### config.mk
export PLATFORM = sky130hd
export DESIGN_NAME = ca_sweep_sequencer
export DESIGN_NICKNAME = d
export VERILOG_FILES = /design/src/rtl/ca_sweep_sequencer.sv
export SDC_FILE = /design/constraint.sdc
export NUM_CORES = 1
export LEC_CHECK = 0
export ABC_AREA = 1
export BUFFER_PORTS_ARGS = -buffer_cell sky130_fd_sc_hd__clkbuf_2
export CAP_MARGIN = 15
export CELL_PAD_IN_SITES_DETAIL_PLACEMENT = 0
export CELL_PAD_IN_SITES_GLOBAL_PLACEMENT = 2
export CORE_MARGIN = 4
export CORE_UTILIZATION = 28
export DETAILED_ROUTE_END_ITERATION = 8
export PLACE_DENSITY_LB_ADDON = 0.25
export SYNTH_ARGS = -nofsm -noshare
export SYNTH_HDL_FRONTEND = slang
export SYNTH_SLANG_ARGS = --single-unit
### constraint.sdc
create_clock -name clk -period 4.7 [get_ports clk]
set_input_delay 0.47 -clock clk [delete_from_list [all_inputs] [get_ports clk]]
set_output_delay 0.47 -clock clk [all_outputs]
set_load 0.05 [all_outputs]
### src/rtl/ca_sweep_sequencer.sv
// Four-phase ADDR/SHIFT/RULE/WRITE sweep sequencer for the cellular-automaton engine.
// Walks every cell address once per generation, with run, single-step and priming control.
module ca_sweep_sequencer #(
  parameter int WIDTH    = 160,
  parameter int HEIGHT   = 120,
  parameter int LEAD     = 161,
  parameter int FAST_DIV = 4,
  parameter int SLOW_DIV = 1024
) (
  input  logic        clk,
  input  logic        reset,
  input  logic        run,
  input  logic        step,
  input  logic        fast,
  output logic [19:0] read_addr,
  output logic [19:0] write_addr,
  output logic        shift_en,
  output logic        rule_en,
  output logic        write_en,
  output logic        busy,
  output logic        frame_done,
  output logic [15:0] generation
);

  localparam int N = WIDTH * HEIGHT;
  localparam logic [19:0] LAST      = 20'(N - 1);
  localparam logic [19:0] READ_INIT = 20'(LEAD % N);
  localparam logic [19:0] PRIME_LIM = 20'(LEAD);
  localparam logic [15:0] FAST_LIM  = 16'(FAST_DIV - 1);
  localparam logic [15:0] SLOW_LIM  = 16'(SLOW_DIV - 1);

  typedef enum logic [2:0] {IDLE, ADDR, SHIFT, RULE, WRITE} state_t;

  state_t      state;
  logic [15:0] count;
  logic [19:0] prime;
  logic        single;
  logic [15:0] limit;
  logic        tick;

  function automatic logic [19:0] next_addr(input logic [19:0] a);
    return (a == LAST) ? 20'd0 : a + 20'd1;
  endfunction

  // >= compare keeps a phase bounded when fast drops to a shorter divider mid-phase
  always_comb begin
    limit = fast ? FAST_LIM : SLOW_LIM;
    tick  = (count >= limit);
  end

  always_ff @(posedge clk) begin
    if (reset) begin
      state      <= IDLE;
      count      <= 16'd0;
      read_addr  <= READ_INIT;
      write_addr <= 20'd0;
      shift_en   <= 1'b0;
      rule_en    <= 1'b0;
      write_en   <= 1'b0;
      busy       <= 1'b0;
      frame_done <= 1'b0;
      generation <= 16'd0;
      prime      <= 20'd0;
      single     <= 1'b0;
    end else begin
      shift_en   <= 1'b0;
      rule_en    <= 1'b0;
      write_en   <= 1'b0;
      frame_done <= 1'b0;
      if (state == IDLE || tick) begin
        count <= 16'd0;
      end else begin
        count <= count + 16'd1;
      end
      case (state)
        IDLE: begin
          if (run || step) begin
            state  <= ADDR;
            busy   <= 1'b1;
            single <= step;
          end
        end
        ADDR: begin
          if (tick) begin
            state    <= SHIFT;
            shift_en <= 1'b1;
          end
        end
        SHIFT: begin
          if (tick) begin
            state   <= RULE;
            rule_en <= 1'b1;
          end
        end
        RULE: begin
          // the first LEAD cells after reset only fill the neighbourhood pipeline
          if (tick) begin
            state    <= WRITE;
            write_en <= (prime >= PRIME_LIM);
          end
        end
        WRITE: begin
          if (tick) begin
            read_addr  <= next_addr(read_addr);
            write_addr <= next_addr(write_addr);
            if (prime < PRIME_LIM) begin
              prime <= prime + 20'd1;
            end
            if (write_addr == LAST) begin
              frame_done <= 1'b1;
              generation <= generation + 16'd1;
              if (run && !single) begin
                state <= ADDR;
              end else begin
                state  <= IDLE;
                busy   <= 1'b0;
                single <= 1'b0;
              end
            end else begin
              state <= ADDR;
            end
          end
        end
        default: begin
          state <= IDLE;
          busy  <= 1'b0;
        end
      endcase
    end
  end

endmodule

==> summary.md <==
| Metric | Value |
|---|---|
| Status | completed |
| Routability cong. | a little over 0.8 |
| Count of nets left with antenna violations after detail routing | 0 |
| Number of nets in the final layout | about 870 |
| Count of flip-flops with a built-in enable after synthesis | 0 |
| Antenna cell count | 0 |
| Initial core utilization | between 20% and 30% |
| Number of setup buffers added after CTS | 0 |
| Clock latency reported for the late side of the worst-skew pair | about 360 ps |
| Post-synthesis area per instance | 7.06 um2 |
| Max-slew violation total from the final report | 0 |
| Gate count after technology mapping | ~800 |
| Setup TNS | 0 ps |
| Worst Hold Slack | about 370 ps |
| Biggest fanout along the worst timing path | 44 |
| Synth top area share | 35.9% |
| Library cell used as clock root buffer | clkbuf_16 |
| Top Ports | 66 |
| Total of buffers placed on input and output ports | 65 |
| Global-route wire length before repair | 25.7 mm |
| Pin count of the biggest net entering global routing | between 70 and 80 |
| Worst setup skew after layout | roughly 12 ps |
| Synthesis-to-finish area growth | 14.2% |
| Seq cells post-synth | slightly above 100 |
| Number of max-cap violations | 0 |
| Vias per std cell | 4.73 |
| Synth cell types | 46 |
| Worst Setup Start Kind | flop |
| Most used flip-flop cell after synthesis | dfxtp_1 |
| Shortest period the worst path allows | ~2800 ps |
| Via count of the first global-routing pass | 5,045 |
| Crit path capture type | flop |
| Critical path type | reg -> reg |
| Number of buffers created by CTS | 9 |
| Data required time of the critical path | 4980 ps |
| Max Buffers Root-to-Sink | 2 |
| Worst Hold Class | in -> reg |
| Pin slew with the least headroom to its limit | between 800 and 900 ps |
| Hold_buf cts | 0 |
| Resize count post-CTS | 0 |
| Most area-hungry cell type in the Yosys netlist | dfxtp_1 |
| Async set-or-reset flop fraction in the synthesized netlist | 0% |
| Cell Pwr Density | about 270 nW/um2 |
| Area of the mapped netlist | around 5600 um2 |
| Post-detailed-routing wire length | roughly 16 mm |
| DRC violations left | 0 |
| Avg WL per Cell | around 14 um |
| Maximum clock frequency | around 0.36 GHz |
| CTS tree | done |
| Share of layout cells above drive strength 1 | a little over an eighth |
| Via count | between 5,000 and 6,000 |
| Width of the die | around 150 um |
| Count of yosys warnings during synthesis | 0 |
| Most frequent cell after synthesis | nand2_1 |
| Number of iterations in the first detailed-routing pass | 5 |
| DRC violation total after the first TritonRoute iteration | 351 |
| Clock input transition at the sequential cells of the worst setup and hold paths | around 80 ps |
| Clock Sink Count | 101 |
| Standby leakage power | 2.49 nW |
| Total setup violations reported at the end of the flow | 0 |
| Hold violation total from the final report | 0 |
| Setup repair after global routing missed its margin | no |
| Initial antenna violation count | 0 |
| GRT Util Overall | ~14% |
| Die height | around 150 um |
| Rel. slew slack | roughly two fifths |
| IR drop worst, VDD | roughly 0.16 mV |
| Most frequent cells after synthesis | nand2_1, dfxtp_1, nor2_1 |
| Num rows | 51 |
| Data arrival, critical path | just over 3000 ps |
| Final period util | 59.0% |
| Post-DP HPWL | roughly 11 mm |
| Die ar. | 22,400 um2 |
| Leading cell types by total area after synthesis | dfxtp_1, nand2_1, nor2_1 |
| Proportion of synthesized chip area in sequential cells | between 30 and 40% |
| Area inside the core boundary | approximately 20,000 um2 |
| H-tree Lvls | 3 |
| Overflow left after global routing | 0 |
## layer usage
metal | track usage [%] | vias to the layer above | part of all wire, %
li1 | - | 2735 | -
met1 | 18.9 | 2484 | 48
met2 | 23.6 | 72 | 48
met3 | 2.06 | 12 | 3.2
met4 | 3.98 | 0 | 1.2
met5 | 0 | - | 0
## cell type report
class,instances,area [um2]
Tap cell,265,332
Fill cell,2167,13200
Clock inverter,6,62.6
Inverter,79,304
Multi-Input combinational cell,594,3140
Sequential cell,101,2020
Clock buffer,10,239
Timing Repair Buffer,66,333
## sequential cells by signal (all words and copies together) (netlist names), 3 cells and up
| signal | cells |
|---|---|
| write_addr | 20 |
| generation | 16 |
| state | 3 |
| read_addr | 20 |
| prime | 20 |
| count | 16 |
## through the flow
stage / worst slack, ps / util [%] / instances / total power [mW] / area, um2
after global routing: 1640 / 32.8 / 1121 / 1.83 / 6430
after floorplan: 2590 / - / 801 / 0.969 / 5640
after detailed placement: 1570 / 31.3 / 1105 / 0.993 / 6130
final: 1930 / 32.8 / 1121 / 1.75 / 6430
after CTS: 1860 / 32.8 / 1121 / 1.78 / 6430
after global placement: 1640 / 31.3 / 1105 / 0.992 / 6130
## cell families (layout without fill, tap and decap cells)
kind of cell / after synthesis / after routing / synth area share [%]
XOR/XNOR: 35 / 35 / 5.45
adder cells (fa/ha/maj): 15 / 15 / 3.33
AND/OR/NAND/NOR: 455 / 455 / 38.5
other: 1 / 5 / 0.0666
flip-flops: 101 / 101 / 35.9
buffers and inverters: 106 / 161 / 8.60
AO/OA/AOI/OAI: 84 / 84 / 8.09
## worst max-delay path, cell delays in order (launching register included)
cell and delay (ps):
dfxtp_1 360, ha_1 310, nand2_1 70, nor2_1 100, nand3_1 80, nand2_2 110
nand2_4 80, nand2_8 180, nand2_4 340, inv_2 700, nand3_1 150, a21oi_1 170
## path summary, 6_finish.rpt
kind / slack [ps] / startpoint / end / cells after the start
setup reg to reg: 1930 / count[7]$_SDFF_PP0_ / read_addr[19]$_SDFFE_PP0P_ / 11
setup / recovery: 1930 / count[7]$_SDFF_PP0_ / read_addr[19]$_SDFFE_PP0P_ / 11
hold / removal: 370 / step / single$_SDFFE_PP0P_ / 3
hold reg to reg: 430 / prime[10]$_SDFFE_PP0P_ / prime[10]$_SDFFE_PP0P_ / 2
## where the power goes
| part | internal (mW) | switching (mW) | total [mW] |
|---|---|---|---|
| Clock | 0.427 | 0.352 | 0.779 |
| Combinational | 0.0234 | 0.0728 | 0.0962 |
| Sequential | 0.866 | 0.00898 | 0.875 |
## layout by cell type (no fill, tap or decap), types with 2 or more instances in the layout
master and n:
nand2_1 191, dfxtp_1 101, nor2_1 94, inv_1 75, a21oi_1 68, clkbuf_2 65, nand3_1 59, nand4_1 50
xor2_1 27, nor3_1 16, ha_1 15, nand3b_1 10, clkbuf_16 9, xnor2_1 8, or2_2 7, o21ai_0 6
nor2_4 5, conb_1 5, nor3b_1 4, nand2_2 3, nand2_4 3, clkinv_4 3, clkinv_2 3, a21boi_0 2
inv_2 2, nor2_8 2, nand3_2 2, o211ai_2 2, nand3_4 2, a31o_2 2
Note: power is estimated with default switching activity, not from simulation.
